<file path="config.mk">
export PLATFORM = sky130hd
export DESIGN_NAME = axi4lite_regfile_slave
export DESIGN_NICKNAME = d
export VERILOG_FILES = /design/src/rtl/axi4lite_regfile_slave_pkg.sv /design/src/rtl/axi4lite_regfile_slave_addr_decode.sv /design/src/rtl/axi4lite_regfile_slave.sv
export SDC_FILE = /design/constraint.sdc
export NUM_CORES = 2
export LEC_CHECK = 0
export CAP_MARGIN = 20
export CORE_AREA = 3 3 514 516
export CTS_CLUSTER_DIAMETER = 40
export DETAILED_ROUTE_END_ITERATION = 7
export DIE_AREA = 0 0 517 519
export PLACE_DENSITY = 0.47
export SLEW_MARGIN = 20
export SYNTH_ARGS = -nofsm -noshare
export SYNTH_HDL_FRONTEND = slang
export SYNTH_SLANG_ARGS = --single-unit
export TNS_END_PERCENT = 50
</file>
<file path="constraint.sdc">
create_clock -name clk -period 4.95 [get_ports clk]
set_input_delay 0.495 -clock clk [delete_from_list [all_inputs] [get_ports clk]]
set_output_delay 0.495 -clock clk [all_outputs]
set_load 0.05 [all_outputs]
</file>
<file path="src/rtl/axi4lite_regfile_slave_pkg.sv">
// Shared AXI4-Lite crossbar types: channel bundles, 1-bit response codes and
// the register-file slave's write/read FSM state encodings.
package crossbar;

  localparam logic RESP_OKAY   = 1'b0;
  localparam logic RESP_SLVERR = 1'b1;

  typedef struct packed {
    logic [63:0] awaddr;
    logic [2:0]  awprot;
    logic        awvalid;
    logic [63:0] wdata;
    logic [7:0]  wstrb;
    logic        wvalid;
    logic        bready;
    logic [63:0] araddr;
    logic [2:0]  arprot;
    logic        arvalid;
    logic        rready;
  } axi4lite_MOSI_t;

  typedef struct packed {
    logic        awready;
    logic        wready;
    logic        bresp;
    logic        bvalid;
    logic        arready;
    logic [63:0] rdata;
    logic        rresp;
    logic        rvalid;
  } axi4lite_MISO_t;

  typedef enum logic [1:0] {
    W_IDLE,
    W_GOT_A,
    W_GOT_D,
    W_RESP
  } wr_state_e;

  typedef enum logic {
    R_IDLE,
    R_DATA
  } rd_state_e;

  // Merge new_val into old_val on the byte lanes enabled by strb.
  function automatic logic [63:0] apply_wstrb(input logic [63:0] old_val,
                                              input logic [63:0] new_val,
                                              input logic [7:0]  strb);
    logic [63:0] res;
    res = old_val;
    for (int b = 0; b < 8; b++) begin
      if (strb[b]) res[8*b +: 8] = new_val[8*b +: 8];
    end
    return res;
  endfunction

endpackage

</file>
<file path="src/rtl/axi4lite_regfile_slave_addr_decode.sv">
// Byte address to register index decode: 8-byte aligned, at or above the base,
// and inside the register window.
module regfile_addr_decode #(
  parameter int          NREGS     = 16,
  parameter logic [63:0] BASE_ADDR = 64'h0,
  parameter int          IDX_W     = (NREGS > 1) ? $clog2(NREGS) : 1
) (
  input  logic [63:0]      addr,
  output logic             hit,
  output logic [IDX_W-1:0] index
);

  logic [63:0] offset;
  logic [63:0] word_idx;

  always_comb begin
    offset   = addr - BASE_ADDR;
    word_idx = offset >> 3;
    hit      = (addr >= BASE_ADDR) && (addr[2:0] == 3'b000) &&
               (word_idx < 64'(NREGS));
    index    = word_idx[IDX_W-1:0];
  end

endmodule

</file>
<file path="src/rtl/axi4lite_regfile_slave.sv">
// AXI4-Lite register file endpoint of NREGS x 64-bit registers.
// Define REGFILE_ERR_RESP_EN to answer out-of-window accesses with SLVERR.
module axi4lite_regfile_slave
  import crossbar::*;
#(
  parameter int          NREGS     = 16,
  parameter logic [63:0] BASE_ADDR = 64'h0
) (
  input  logic                        clk,
  input  logic                        rst_n,
  input  axi4lite_MOSI_t              s_mosi,
  output axi4lite_MISO_t              s_miso,
  output logic [NREGS-1:0][63:0]      regs_q
);

  localparam int IDX_W = (NREGS > 1) ? $clog2(NREGS) : 1;
`ifdef REGFILE_ERR_RESP_EN
  localparam logic ERR_RESP = RESP_SLVERR;
`else
  localparam logic ERR_RESP = RESP_OKAY;
`endif

  // Handshake contract: a beat transfers on the rising edge where valid and
  // ready are both high; valid holds its payload stable until that edge.
  wr_state_e             wr_state_q, wr_state_d;
  rd_state_e             rd_state_q, rd_state_d;
  logic [63:0]           awaddr_q, awaddr_d;
  logic [63:0]           wdata_q, wdata_d;
  logic [7:0]            wstrb_q, wstrb_d;
  logic                  bresp_q, bresp_d;
  logic [63:0]           rdata_q, rdata_d;
  logic                  rresp_q, rresp_d;
  logic [NREGS-1:0][63:0] regs_d;

  logic                  aw_ready, w_ready, ar_ready;
  logic                  aw_hs, w_hs, commit;
  logic [63:0]           wr_addr, wr_data;
  logic [7:0]            wr_strb;
  logic                  wr_hit, rd_hit;
  logic [IDX_W-1:0]      wr_idx, rd_idx;
  logic                  prot_unused;

  assign prot_unused = ^{s_mosi.awprot, s_mosi.arprot};

  assign aw_ready = (wr_state_q == W_IDLE) || (wr_state_q == W_GOT_D);
  assign w_ready  = (wr_state_q == W_IDLE) || (wr_state_q == W_GOT_A);
  assign ar_ready = (rd_state_q == R_IDLE);
  assign aw_hs    = s_mosi.awvalid && aw_ready;
  assign w_hs     = s_mosi.wvalid && w_ready;

  // The commit may use a beat arriving this cycle, so bypass the holding flops.
  assign wr_addr = aw_hs ? s_mosi.awaddr : awaddr_q;
  assign wr_data = w_hs ? s_mosi.wdata : wdata_q;
  assign wr_strb = w_hs ? s_mosi.wstrb : wstrb_q;

  regfile_addr_decode #(.NREGS(NREGS), .BASE_ADDR(BASE_ADDR), .IDX_W(IDX_W)) u_wr_dec (
    .addr  (wr_addr),
    .hit   (wr_hit),
    .index (wr_idx)
  );

  regfile_addr_decode #(.NREGS(NREGS), .BASE_ADDR(BASE_ADDR), .IDX_W(IDX_W)) u_rd_dec (
    .addr  (s_mosi.araddr),
    .hit   (rd_hit),
    .index (rd_idx)
  );

  always_comb begin
    wr_state_d = wr_state_q;
    awaddr_d   = awaddr_q;
    wdata_d    = wdata_q;
    wstrb_d    = wstrb_q;
    bresp_d    = bresp_q;
    regs_d     = regs_q;
    commit     = 1'b0;

    if (aw_hs) awaddr_d = s_mosi.awaddr;
    if (w_hs) begin
      wdata_d = s_mosi.wdata;
      wstrb_d = s_mosi.wstrb;
    end

    case (wr_state_q)
      W_IDLE: begin
        if (aw_hs && w_hs) begin
          wr_state_d = W_RESP;
          commit     = 1'b1;
        end else if (aw_hs) begin
          wr_state_d = W_GOT_A;
        end else if (w_hs) begin
          wr_state_d = W_GOT_D;
        end
      end
      W_GOT_A: begin
        if (w_hs) begin
          wr_state_d = W_RESP;
          commit     = 1'b1;
        end
      end
      W_GOT_D: begin
        if (aw_hs) begin
          wr_state_d = W_RESP;
          commit     = 1'b1;
        end
      end
      W_RESP: begin
        if (s_mosi.bready) wr_state_d = W_IDLE;
      end
      default: wr_state_d = W_IDLE;
    endcase

    if (commit) begin
      bresp_d = wr_hit ? RESP_OKAY : ERR_RESP;
      if (wr_hit) regs_d[wr_idx] = apply_wstrb(regs_q[wr_idx], wr_data, wr_strb);
    end
  end

  // Reads sample regs_q before this edge's commit, so a colliding read sees old data.
  always_comb begin
    rd_state_d = rd_state_q;
    rdata_d    = rdata_q;
    rresp_d    = rresp_q;
    case (rd_state_q)
      R_IDLE: begin
        if (s_mosi.arvalid) begin
          rd_state_d = R_DATA;
          rdata_d    = rd_hit ? regs_q[rd_idx] : 64'h0;
          rresp_d    = rd_hit ? RESP_OKAY : ERR_RESP;
        end
      end
      R_DATA: begin
        if (s_mosi.rready) rd_state_d = R_IDLE;
      end
      default: rd_state_d = R_IDLE;
    endcase
  end

  always_ff @(posedge clk or negedge rst_n) begin
    if (!rst_n) begin
      wr_state_q <= W_IDLE;
      rd_state_q <= R_IDLE;
      awaddr_q   <= '0;
      wdata_q    <= '0;
      wstrb_q    <= '0;
      bresp_q    <= RESP_OKAY;
      rdata_q    <= '0;
      rresp_q    <= RESP_OKAY;
      regs_q     <= '0;
    end else begin
      wr_state_q <= wr_state_d;
      rd_state_q <= rd_state_d;
      awaddr_q   <= awaddr_d;
      wdata_q    <= wdata_d;
      wstrb_q    <= wstrb_d;
      bresp_q    <= bresp_d;
      rdata_q    <= rdata_d;
      rresp_q    <= rresp_d;
      regs_q     <= regs_d;
    end
  end

  always_comb begin
    s_miso         = '0;
    s_miso.awready = aw_ready;
    s_miso.wready  = w_ready;
    s_miso.bvalid  = (wr_state_q == W_RESP);
    s_miso.bresp   = bresp_q;
    s_miso.arready = ar_ready;
    s_miso.rvalid  = (rd_state_q == R_DATA);
    s_miso.rdata   = rdata_q;
    s_miso.rresp   = rresp_q;
  end

endmodule
</file>
==> run summary <==
Leak pwr: 0.0374 uW
Worst Hold End: awaddr_q[29]$_DFF_PN0_
Vias: 59200
Core ar.: 260000 sq um
Area Growth Syn to Fin: 43.5%
Detail Placement HPWL: 252000 um
Final setup violation count: 0
First-pass GRT wire length: 499000 um
Worst-path clk slew: 40 ps
Dpl ws: 699 ps
Final Skew: 75.9 ps
Crit path capture type: register
Most frequent cells in the layout: nand2_1 (1403), clkdlybuf4s50_1 (1294), dfrtp_1 (1226)
Routed WL per cell: 33.9 um
Hold Crit Start: s_mosi[176]
Mapped Area: 64700 sq um
Num CTS Buffers: 281
Req. time, crit path: 5640 ps
Number of synthesized flops with an enable pin: 0
Max VDD drop: 0.567 mV
Num ports: 1308
Grt met2 use: 0.414
Yosys top cell area share: 0.474
Clk sinks: 1227
Area leader, netlist: dfrtp_1
GR Util All Layers: 0.264
Avg Cell Area, Syn: 11.0 sq um
WS Path Type: register to register
Yosys warnings: 0
Worst slew pin tran: 1100 ps
Die outline width: 517 um
GR peak layer: met2
RePlAce Congestion: 0.860
Ys flop type: dfrtp_1
M1 GR Usage: 0.328
Worst-path cell chain: inv_1 > ha_1 > o21ai_4 > a21oi_4 > inv_8 > buf_12 > mux2_2 > a222oi_1 > nor4b_4 > buf_4 > o31ai_1
Maximum clock rate: 0.237 GHz
Vias/cell: 5.49
DRC viols: 1
Die area: 268000 sq um
Final worst-path cycle share: 0.854
R2R depth: 11
Total Routed Length: 366000 um
Most common cell after layout, fill and taps aside: nand2_1
Initial Util: 0.249
Hold Crit Class: input port to register
Grt met3 use: 0.0836
Async SR Flop Fraction: 1.00
Sequential area share after synthesis: 0.474
Root Driver: clkbuf_16
Max-cap viol count: 0
Top cells by area, synth: dfrtp_1 (47%), o31ai_1 (12%), mux4_2 (11%), nand2_1 (8.2%), mux2_2 (4.3%)
RSZ-0062 raised after global routing: no
Clk_lat worst skew: 900 ps
Reg2reg setup slack: 730 ps
Critical path's slowest cell: nor4b_4
Worst setup margin: 725 ps
Clk buf depth: 4
Initial DRC count: 6340
Crit path arrival time: 4910 ps
Outcome: finished, violations left
Hold Crit Depth: 3
Largest net degree at the start of global routing: 138
Reg-to-Reg Start: wr_state_q[0]$_DFFE_PN0P_
Worst slew margin: 0.264
FF+latch count, synth: 1227
H-Tree Level Count: 5
CTS tree: yes
Final hold vios: 0
TritonRoute pass-1 iters: 8
Final min period: 4220 ps
Failing checks: design-rule violations
Startpoint Class: register
Fin. max-slew vios: 0
Pwr per Cell Area: 486 nW/um^2
Vias in the first global route: 58100
Initial antenna violation count: 33
Layout cells sized above 1: 0.199
Slowest cell delay on critical path: 510 ps
Die Height: 519 um
ANT nets after route: 0
Grt ovf: 0
Synth Instances: 5901
Post-CTS Setup Inserts: 0
Yosys cell types: 47
CP Max Fanout: 46
Crit path launch: wr_state_q[0]$_DFFE_PN0P_
NumNets Final: 7380
PortBufs: 1299
Rows: 187
Reg-to-reg endpoint: regs_q[428]$_DFFE_PN0P_
Setup TNS Final: 0 ps
power breakdown:
part / internal, uW / switching (uW) / total, uW
clock network: 13200 / 6260 / 19400
logic: 4190 / 10500 / 14700
registers: 10700 / 344 / 11000
total: 28000 / 17100 / 45200
routing by layer:
metal,vias up,part of all wire
li1,24900,-
met1,30500,0.39
met2,3118,0.46
met3,688,0.10
met4,18,0.052
met5,-,0.00036
Yosys cell counts, drive strengths merged, types with 41 or more instances:
library cell,n
nand2,1408
dfrtp,1227
o31ai,1024
clkbuf,441
mux4,320
mux2,257
mux2i,203
buf,181
inv,143
a211oi,132
o21ai,131
nor2,72
o22ai,65
a222oi,64
a311oi,64
nor4b,64
nor4,41
flip-flops by register name, summed over array words and instances, names as in the netlist:
register,cells
regs_q,1024
awaddr_q,64
rdata_q,64
wdata_q,64
wstrb_q,8
wr_state_q,2
rd_state_q,1
cells by family (layout without fill, tap and decap cells):
group,after synthesis,after routing,synth area share
flops,1227,1227,0.474
fa+ha+maj,4,4,0.000773
other cells,1,26,0.0000579
mux,780,780,0.187
buf+inv,765,2229,0.0484
compound gates,1507,1507,0.173
simple gates,1617,1617,0.116
layout make-up:
type	instances	area (sq um)
inverters	143	549
multi-input cells	3910	31400
diodes	24	60.1
repair buffers	1600	16300
fillers	25400	167000
flip-flops and latches	1227	30700
well taps	3402	4260
clock buffers	338	7640
clock inverters	148	2060
through the flow:
stage | util | hold WS (ps) | cell area, sq um | cells | power (uW)
global placement | 0.320 | 463 | 83100 | 10300 | 25500
detailed placement | 0.320 | 464 | 83200 | 10300 | 25700
CTS | 0.358 | 73.6 | 92900 | 10800 | 45300
finish | 0.358 | 175 | 92900 | 10800 | 45200
floorplan | - | 199 | 64800 | 5902 | 19200
global route | 0.358 | 118 | 92900 | 10800 | 46700
critical path, delay by kind of cell (launching register included):
kind,cells,cell delay (ps)
adder cells (fa/ha/maj),1,340
buffers and inverters,4,1150
AND/OR/NAND/NOR,1,510
AO/OA/AOI/OAI,4,1080
flip-flops,1,390
multiplexers,1,370
timing repair:
action / in CTS / in global routing
hold buffers: 1 / 0
resized for setup: 0 / 0
endpoints found under the setup margin: 0 / 0
hold endpoints to repair: 85 / 0
worst max path at each step:
stage,to
2_1_floorplan,regs_q[101]$_DFFE_PN0P_
3_3_place_gp,regs_q[780]$_DFFE_PN0P_
3_5_place_dp,regs_q[908]$_DFFE_PN0P_
4_1_cts,regs_q[908]$_DFFE_PN0P_
5_1_grt,regs_q[268]$_DFFE_PN0P_
6_report,regs_q[428]$_DFFE_PN0P_
Power figures use the tool's default switching activity.
